--- src/rtl/alu_share_ctrl.sv ---
// alu_share_ctrl: shares one ALU between two valid/ready requesters.
// The accepted operation is latched into ALU drive registers and held for
// HOLD_CYCLES cycles. The sum and zero flag are then captured and returned
// to the owning requester through a valid/ready response port.
// Optional macro ALU_OP_CHECK_EN: gin codes outside the legal set get an
// immediate err=1 response and are never issued to the ALU.
module alu_share_ctrl #(
    parameter int WIDTH       = 32,
    parameter int HOLD_CYCLES = 1
) (
    input  logic             clk,
    input  logic             reset,
    // requester 0
    input  logic             req0_valid,
    output logic             req0_ready,
    input  logic [WIDTH-1:0] req0_a,
    input  logic [WIDTH-1:0] req0_b,
    input  logic [2:0]       req0_op,
    output logic             rsp0_valid,
    input  logic             rsp0_ready,
    output logic [WIDTH-1:0] rsp0_result,
    output logic             rsp0_zero,
    output logic             rsp0_err,
    // requester 1
    input  logic             req1_valid,
    output logic             req1_ready,
    input  logic [WIDTH-1:0] req1_a,
    input  logic [WIDTH-1:0] req1_b,
    input  logic [2:0]       req1_op,
    output logic             rsp1_valid,
    input  logic             rsp1_ready,
    output logic [WIDTH-1:0] rsp1_result,
    output logic             rsp1_zero,
    output logic             rsp1_err,
    // ALU side
    output logic [WIDTH-1:0] alu_a,
    output logic [WIDTH-1:0] alu_b,
    output logic [2:0]       alu_gin,
    input  logic [WIDTH-1:0] alu_sum,
    input  logic             alu_zout,
    output logic             busy
);

    localparam int CW = (HOLD_CYCLES > 1) ? $clog2(HOLD_CYCLES) : 1;

    typedef enum logic [1:0] {IDLE, EXEC, RESP} state_t;

    state_t           state;
    logic             last;      // requester served most recently
    logic             owner;     // requester that owns the op in flight
    logic [CW-1:0]    cnt;
    logic [WIDTH-1:0] result_q;
    logic             zero_q;
    logic             err_q;

    logic             accept;
    logic             pick1;
    logic [WIDTH-1:0] sel_a;
    logic [WIDTH-1:0] sel_b;
    logic [2:0]       sel_op;
    logic             illegal;
    logic             rsp_hs;

`ifdef ALU_OP_CHECK_EN
    function automatic logic op_legal(input logic [2:0] op);
        case (op)
            3'b010, 3'b110, 3'b111, 3'b000, 3'b001: op_legal = 1'b1;
            default:                                op_legal = 1'b0;
        endcase
    endfunction
`endif

    // Round-robin grant: a lone valid wins; on contention the side not served last wins.
    always_comb begin
        pick1      = req1_valid && (!req0_valid || !last);
        accept     = (state == IDLE) && !reset && (req0_valid || req1_valid);
        req0_ready = accept && !pick1;
        req1_ready = accept && pick1;
        sel_a      = pick1 ? req1_a  : req0_a;
        sel_b      = pick1 ? req1_b  : req0_b;
        sel_op     = pick1 ? req1_op : req0_op;
`ifdef ALU_OP_CHECK_EN
        illegal    = !op_legal(sel_op);
`else
        illegal    = 1'b0;
`endif
        rsp_hs     = (state == RESP) && (owner ? rsp1_ready : rsp0_ready);
    end

    // Controller FSM: accept, hold the ALU inputs, capture, then hand the result back.
    always_ff @(posedge clk) begin
        if (reset) begin
            state      <= IDLE;
            last       <= 1'b1;   // requester 0 wins the first contention
            owner      <= 1'b0;
            cnt        <= '0;
            alu_a      <= '0;
            alu_b      <= '0;
            alu_gin    <= 3'b010;
            result_q   <= '0;
            zero_q     <= 1'b0;
            err_q      <= 1'b0;
            rsp0_valid <= 1'b0;
            rsp1_valid <= 1'b0;
        end else begin
            case (state)
                IDLE: begin
                    if (accept) begin
                        owner <= pick1;
                        if (illegal) begin
                            // Rejected op: answer straight away, leave the ALU inputs alone.
                            result_q   <= '0;
                            zero_q     <= 1'b0;
                            err_q      <= 1'b1;
                            rsp0_valid <= !pick1;
                            rsp1_valid <= pick1;
                            state      <= RESP;
                        end else begin
                            alu_a   <= sel_a;
                            alu_b   <= sel_b;
                            alu_gin <= sel_op;
                            err_q   <= 1'b0;
                            cnt     <= CW'(HOLD_CYCLES - 1);
                            state   <= EXEC;
                        end
                    end
                end
                EXEC: begin
                    if (cnt == '0) begin
                        result_q   <= alu_sum;
                        zero_q     <= alu_zout;
                        rsp0_valid <= !owner;
                        rsp1_valid <= owner;
                        state      <= RESP;
                    end else begin
                        cnt <= cnt - 1'b1;
                    end
                end
                RESP: begin
                    if (rsp_hs) begin
                        rsp0_valid <= 1'b0;
                        rsp1_valid <= 1'b0;
                        last       <= owner;
                        state      <= IDLE;
                    end
                end
                default: state <= IDLE;
            endcase
        end
    end

    // One shared result register feeds both response ports; only the valids differ.
    assign rsp0_result = result_q;
    assign rsp1_result = result_q;
    assign rsp0_zero   = zero_q;
    assign rsp1_zero   = zero_q;
    assign rsp0_err    = err_q;
    assign rsp1_err    = err_q;
    assign busy        = (state != IDLE);

endmodule

--- config.mk ---
export PLATFORM = sky130hd
export DESIGN_NAME = alu_share_ctrl
export DESIGN_NICKNAME = d
export VERILOG_FILES = /design/src/rtl/alu_share_ctrl.sv
export SDC_FILE = /design/constraint.sdc
export NUM_CORES = 1
export LEC_CHECK = 0
export BUFFER_PORTS_ARGS = -buffer_cell sky130_fd_sc_hd__buf_2
export CORE_AREA = 2 2 121 123
export CTS_CLUSTER_DIAMETER = 30
export DETAILED_ROUTE_END_ITERATION = 12
export DIE_AREA = 0 0 123 125
export MAX_ROUTING_LAYER = met4
export PLACE_DENSITY = 0.61
export SYNTH_ARGS = -nofsm -noshare
export SYNTH_HDL_FRONTEND = slang
export SYNTH_SLANG_ARGS = --single-unit
export TNS_END_PERCENT = 20
--- constraint.sdc ---
create_clock -name clk -period 1.6 [get_ports clk]
set_input_delay 0.24 -clock clk [delete_from_list [all_inputs] [get_ports clk]]
set_output_delay 0.24 -clock clk [all_outputs]
set_load 0.01 [all_outputs]
# Word level (Yosys, flattened, before mapping)
# Index checks and enable logic that the tools add are counted.
# Widths: inputs -> output; s select.
totals:
  word_cells: 57
  ff_bits: 107
  input_bits: 173
  output_inout_bits: 140
classes:
  n_mux: 16
  n_bitwise: 1
  n_eq_ne: 5
  addsub: 1
  n_reduce_logical: 23
op_table:
  columns: ["cell", "count"]
  rows:
  - ["$mux 32", 2]
  - ["$reduce_and 2->1", 4]
  - ["$logic_and 1x1->1", 6]
  - ["$mux 1", 6]
  - ["$mux 2", 3]
  - ["$ne 2x2->1 const B", 3]
  - ["$pmux 1 s2", 3]
  - ["$pmux 2 s3", 1]
  - ["$reduce_and 3->1", 2]
  - ["$reduce_bool 2->1", 3]
  - ["$logic_not 1->1", 5]
  - ["$mux 3", 1]
  - ["$eq 2x1->1 const B", 1]
  - ["$eq 2x2->1 const B", 1]
  - ["$logic_not 2->1", 1]
  - ["$logic_or 1x1->1", 2]
  - ["$not 1->1", 1]
  - ["$sub 1x1->1 const B", 1]

# Longest topological paths before layout
# Gate-level depths: netlist (run 1).
depth:
  depth_word: 5
  mapped_depth: 7
  mapped_depth_nobuf: 4

# Worst setup path before layout (run 1)
# Ideal clock, no wire load.
synth_path:
  kind: "register to output"
  startpoint: "reg state[0]"
  endpoint: "out req1_ready"
  required_time_ps: 1360
  stages_incl_launch_ff: 7
  path_buffers: 4
  t_arrival_ps: 1262
  path_slack_ps: 98
  path_cell_list: "dfxtp_1 -> buf_2 -> nor3_4 -> buf_4 -> buf_4 -> buf_4 -> and2_1"
synth_between:
  elab_chain_cells: 4
synth_rtl:
  columns: ["item", "line_no", "rtl"]
  rows:
  - ["from (decl)", "48", "state_t state;"]
  - ["from (signal assigned)", "93", "state <= IDLE;"]
  - ["from (signal assigned)", "117", "state <= RESP;"]
  - ["from (signal assigned)", "124", "state <= EXEC;"]
  - ["$logic_not 2->1", "76", "accept = (state == IDLE) && !reset && (req0_valid || req1_valid);"]
  - ["$logic_and 1x1->1 (2 in series)", "76", null]
  - ["$logic_and 1x1->1", "78", "req1_ready = accept && pick1;"]
  - ["to (decl)", "26", "output logic req1_ready,"]
# Every way passes these cells.

# Final worst setup path (run 1)
# Ends and elaborated chain as after synthesis.

==> results of run 1 <==
==> metrics by stage <==
stage | utilization, % | worst slack (ns) | std cells
4_1_cts | 44.4 | -0.0242 | 940
5_1_grt | 44.6 | -0.0238 | 943
6_report | 44.6 | 0.0430 | 943
3_3_place_gp | 42.2 | 0.238 | 923
3_5_place_dp | 42.2 | 0.198 | 923
2_1_floorplan | - | 0.0983 | 488
==> area by class of cell <==
type | count | area [µm²] | area share (%)
sequential | 106 | 2130 | 33.5
tap | 184 | 230 | 3.63
timing repair buffer | 338 | 1850 | 29.2
clock inverter | 7 | 61.3 | 0.967
clock buffer | 9 | 225 | 3.55
inverter | 1 | 3.75 | 0.0592
multi-input combinational | 298 | 1840 | 29.0
==> kinds of logic after synthesis <==
| group | count (synthesis) | synth area share, % |
|---|---|---|
| AND/OR/NAND/NOR | 167 | 19.3 |
| AO/OA/AOI/OAI | 128 | 20.9 |
| flip-flops | 106 | 47.5 |
| buffers and inverters | 84 | 11.9 |
| multiplexers | 1 | 0.224 |
| other | 1 | 0.0840 |
==> repair_timing <==
action	in CTS	in global routing
gates cloned	0	0
setup endpoints to repair	3	32
pin swaps	2	3
setup buffers	1	3
hold endpoints to repair	0	0
hold buffers	0	0
resized for setup	4	5
==> worst max-delay path, stage by stage (launching register included) <==
cell,delay (ns)
dfxtp_4,0.37
nor3_4,0.23
buf_6,0.14
and2_4,0.13
buf_6,0.10
==> metal layers <==
metal  up-vias  GRT usage (%)  wire length (µm)
met2       225           29.1              6680
li1       2282              -                 -
met4         0           7.62               410
met1      2063           22.3              6100
met5         -              -                 0
met3        29           4.01              1090
==> registers in the layout, summed over array words and instances (netlist names) <==
name and flops:
alu_a 32, alu_b 32, rsp0_result 32, alu_gin 3, state 2, last 1
owner 1, rsp0_valid 1, rsp0_zero 1, rsp1_valid 1
==> power groups by stage <==
stage | clock [mW] | sequential [mW] | combinational [mW]
after global routing | 2.33 | 3.06 | 1.56
final | 2.16 | 3.02 | 1.42
after detailed placement | 0 | 3.07 | 1.41
after floorplan | 0 | 3.18 | 0.683
after global placement | 0 | 3.08 | 1.40
after CTS | 2.23 | 3.02 | 1.42
==> cells in the final DEF, fill, tap and decap left out, types with 2 or more instances in the layout <==
cell type   instances
buf_2             308
dfxtp_1           104
nand2_1            66
and3_1             50
a221o_1            50
a21oi_1            37
buf_4              21
o21ai_0            18
nand4_1            17
nand3_1            17
a31oi_1            16
clkbuf_16           9
buf_12              6
nor2_1              4
buf_6               3
nand2b_1            2
nor3_1              2
o21bai_1            2
conb_1              2
clkinv_4            2
inv_6               2
clkinvlp_4          2
==> worst max-delay path by stage <==
stage | cells past startpoint | start | end | slack [ns]
2_1_floorplan | 6 | state[0] | req1_ready | 0.1
6_report | 4 | state[0] | req1_ready | 0.04
4_1_cts | 4 | state[0] | req1_ready | -0.02
3_5_place_dp | 5 | state[1] | alu_a[31] | 0.20
3_3_place_gp | 5 | req0_valid | alu_a[12] | 0.24
5_1_grt | 4 | state[0] | req1_ready | -0.02
==> impl_metrics.toml, run 1 <==
[status]
status = "finished, final reports clean"

[logic_synthesis]
synthCells = 487
synth_top_area_share_pct = 47.5
synth_commonest_cells = "106 x dfxtp_1, 66 x nand2_1, 50 x a221o_1, 50 x and3_1, 41 x buf_4"
synth-seq-cells = 106
yosysMostFrequentCell = "dfxtp_1"
async_reset_ff_share_pct = 0
syn_avg_cell_area_um2 = 9.16
synth_area_leaders = "dfxtp_1 48%, a221o_1 11%, and3_1 7.0%, buf_4 6.9%, nand2_1 5.6%"
syn_area_um2 = 4460
yosys_warnings = 0
yosys.area.top_type = "dfxtp_1"
ys_types = 34
ys_seq_area_share_pct = 47.5
synth_ff_type = "dfxtp_1"
synth_edf_count = 0

[grt]
antenna_found_initial = 0
grt_pass1_wl_um = 21400
grtUsageTotal_pct = 18.3
grt_max_degree = 54
first_global_vias = 4227
grt_overflow_total = 0

[min_path]
hold_end = "alu_a[7]"
hold_class = "in -> reg"
holdPathStages = 2
hold_path_startpoint = "req0_a[7]"

[critical_path]
crit_type = "reg -> out"
rrSetupSlack_ns = 0.11
cp_max_fo = 4
end_kind = "output port"
timing.rr.end = "alu_b[22]"
r2r_start = "last"
r2r_cells = 5
critPathLaunchType = "flop"
cp.arrival_ns = 1.32
worstPathRequired_ns = 1.36

[pwr]
p_comb_share_pct = 21.6
switching_share_pct = 29.7
p_int_mw = 4.64
seq_power_share_pct = 45.7
clock_power_share_pct = 32.7
power_mw = 6.61
power_leakage_nw = 3.27
vdd_drop_max_v = 0.000506
p_per_area_nw_per_um2 = 1040
power.switching_mw = 1.96

[drt]
drc = 0
avgRoutedWirePerCell_um = 15.2
vias = 4599
viasPerCell = 4.88
ant_nets = 0
dr.pass1.iters = 4
drtIter0Drc = 237
drt-total-wl_um = 14300

[floorplan]
rows = 44
coreArea_um2 = 14200
dieHeight_um = 125
pin_count = 313
die_area_um2 = 15400
die_w_um = 123
start_util_pct = 31.4

[finish]
antennaDiodeCount = 0
area_delta_synth_final_pct = 42.1
stdcell_area_um2 = 6340
n_fill_cell = 1461
nNetsFinal = 927
drive_gt1_share_pct = 47.8

[placement]
io_buffers = 310
place_area_um2 = 5990
dpl.hpwl_um = 10300
place.gp.congestion = 0.775

[sta]
hold_viol = 0
fin_crit_sh_pct = 97.3
setup_tns_ns = 0
max_freq_ghz = 0.642
hold_slack_ns = 0.104
worstMarginPinSlew_ns = 0.514
finalMaxSlewViolations = 0
clock_skew_ns = 0.00687
fin_crit_ns = 1.56
setup_violations = 0
max_slew_margin_pct = 65.7
rsz0062_at_grt = "true"

[clock_tree]
cts_tree = "done"
cts_buffer_depth = 2
h-tree-depth = 3
cts-root-buf = "clkbuf_16"
cts_buffers = 9
clk_pin_slew_ns = 0.07
cts_sinks = 106
clk_latency_ns = 0.36

[flow_run]
maxCapViolCount = 0
Power figures use the tool's default switching activity.
==> run 2: changes to the inputs <==
--- a/config.mk
+++ b/config.mk
@@ -6,10 +6,10 @@
 export NUM_CORES = 1
 export LEC_CHECK = 0
 export BUFFER_PORTS_ARGS = -buffer_cell sky130_fd_sc_hd__buf_2
-export CORE_AREA = 2 2 121 123
+export CORE_AREA = 2 2 120 122
 export CTS_CLUSTER_DIAMETER = 30
 export DETAILED_ROUTE_END_ITERATION = 12
-export DIE_AREA = 0 0 123 125
+export DIE_AREA = 0 0 122 124
 export MAX_ROUTING_LAYER = met4
 export PLACE_DENSITY = 0.61
 export SYNTH_ARGS = -nofsm -noshare
==> constraint.sdc (replaced) <==
create_clock -name clk -period 1.8 [get_ports clk]
set_input_delay 0.27 -clock clk [delete_from_list [all_inputs] [get_ports clk]]
set_output_delay 0.27 -clock clk [all_outputs]
set_load 0.01 [all_outputs]
==> impl_metrics.toml, run 2 (synthesis gave the netlist of run 1 again) <==
[critical_path]
crit_type = "reg -> out"
cp.arrival_ns = 1.46
r2r_start = "state[1]"
rrSetupSlack_ns = 0.31
cp.buffers_inverters = 2
critPathLaunchType = "flop"
cp_max_fo = 13
cp_slowest_cell = "dfxtp_2"
cp.depth = 4
cp_slowest_stage_delay_ns = 0.38
end_kind = "output port"
cpLargestDelayFamily = "simple AND/OR/NAND/NOR gates"
r2r_cells = 6
crit_path_cell_trace = "nor3_4 > buf_8 > and2_1 > buf_2"
timing.rr.end = "alu_a[29]"
worstPathRequired_ns = 1.53

[floorplan]
rows = 43
dieHeight_um = 124
pin_count = 313
start_util_pct = 32.5
die_area_um2 = 15100
die_w_um = 122
coreArea_um2 = 13700

[drt]
vias = 4658
drt-total-wl_um = 14700
ant_nets = 0
drc = 0
drtIter0Drc = 312
avgRoutedWirePerCell_um = 15.8
viasPerCell = 5.01
dr.pass1.iters = 4

[grt]
grt_max_degree = 61
grt_overflow_total = 0
grt_pass1_wl_um = 22000
first_global_vias = 4319
antenna_found_initial = 0
grtUsageTotal_pct = 18.9

[sta]
hold_slack_ns = 0.144
setup_violations = 0
clock_skew_ns = 0.00702
hold_viol = 0
fin_crit_sh_pct = 96.0
finalMaxSlewViolations = 0
rsz0062_at_grt = "false"
max_freq_ghz = 0.579
setup_tns_ns = 0
final_critical_path_setup_slack_ns = 0.0719
fin_crit_ns = 1.73

[finish]
layout.cells.non_filler = 929
n_fill_cell = 1351
area_delta_synth_final_pct = 41.1
drive_gt1_share_pct = 46.9
final_cell_mix = "310 x buf_2, 104 x dfxtp_1, 66 x nand2_1"
layout_commonest_cell = "buf_2"
stdcell_area_um2 = 6300
post-route-util_pct = 45.9
nNetsFinal = 917
antennaDiodeCount = 0

[clock_tree]
clk_latency_ns = 0.34
cts_sinks = 106
cts-root-buf = "clkbuf_16"
cts_tree = "done"
hold_buffers = 0
cts_buffers = 9
h-tree-depth = 3
clk_pin_slew_ns = 0.07
cts_buffer_depth = 2

[min_path]
hold_end = "alu_b[22]"
hold_path_startpoint = "req0_b[22]"
hold_class = "in -> reg"
holdPathStages = 2

[placement]
io_buffers = 310
place_area_um2 = 5900
dpl.hpwl_um = 10700
dpl_worst_slack_ns = 0.262
dp_cells = 909
place.gp.congestion = 0.876

[pwr]
p_per_area_nw_per_um2 = 969
power_mw = 6.10
vdd_drop_max_v = 0.000424
power_leakage_nw = 3.25

[flow_run]
maxCapViolCount = 0

[status]
status = "finished, final reports clean"
## run 2: cell count changes in the layout (fill, tap and decap cells not counted), sizes merged
| cell | before | now |
|---|---|---|
| bufinv | 0 | 2 |
| bufbuf | 0 | 1 |
| clkbuf | 9 | 11 |
| inv | 3 | 1 |
| clkinvlp | 2 | 0 |
| buf | 338 | 327 |
## run 2: area by class of cell
cell class	instances	area, µm²	area share (%)
Clock buffer	11	243	3.85
Clock inverter	5	86.3	1.37
Inverter	1	3.75	0.0596
Multi-Input combinational cell	298	1830	29.1
Sequential cell	106	2120	33.7
Tap cell	180	225	3.58
Timing Repair Buffer	328	1780	28.3
## run 2: worst register-to-register path: cells and delay by family (launching register included)
kind                   cells  cell delay (ns)
flip-flops                 1             0.38
AO/OA/AOI/OAI              1             0.16
buffers and inverters      3             0.51
AND/OR/NAND/NOR            2             0.38
## run 2: timing repair
item	4_1_cts	5_1_grt
cloned	1	0
pin swaps	1	1
gates resized for setup	4	1
endpoints found under the setup margin	2	3
buffers inserted	1	2
## run 2: routing by layer
metal / global-route usage (%) / vias up / wire (µm)
met4: 6.03 / 0 / 252
met3: 4.08 / 20 / 1020
met2: 31.3 / 203 / 7240
li1: - / 2264 / -
met5: - / - / 0
met1: 23.0 / 2171 / 6180
## run 2: worst max-delay path by stage
stage,endpoint,slack [ns],from
6_report,req1_ready,0.07,state[1]
2_1_floorplan,req1_ready,0.27,state[0]
3_3_place_gp,req1_ready,0.29,state[1]
5_1_grt,req0_ready,0.02,state[1]
4_1_cts,req0_ready,0.02,state[1]
3_5_place_dp,req1_ready,0.26,state[1]
## run 2: power by group
| group | total, mW | internal [mW] | switching, mW |
|---|---|---|---|
| Clock | 2.17 | 1.27 | 0.899 |
| Sequential | 2.70 | 2.56 | 0.140 |
| Combinational | 1.23 | 0.582 | 0.651 |
| Total | 6.10 | 4.41 | 1.69 |
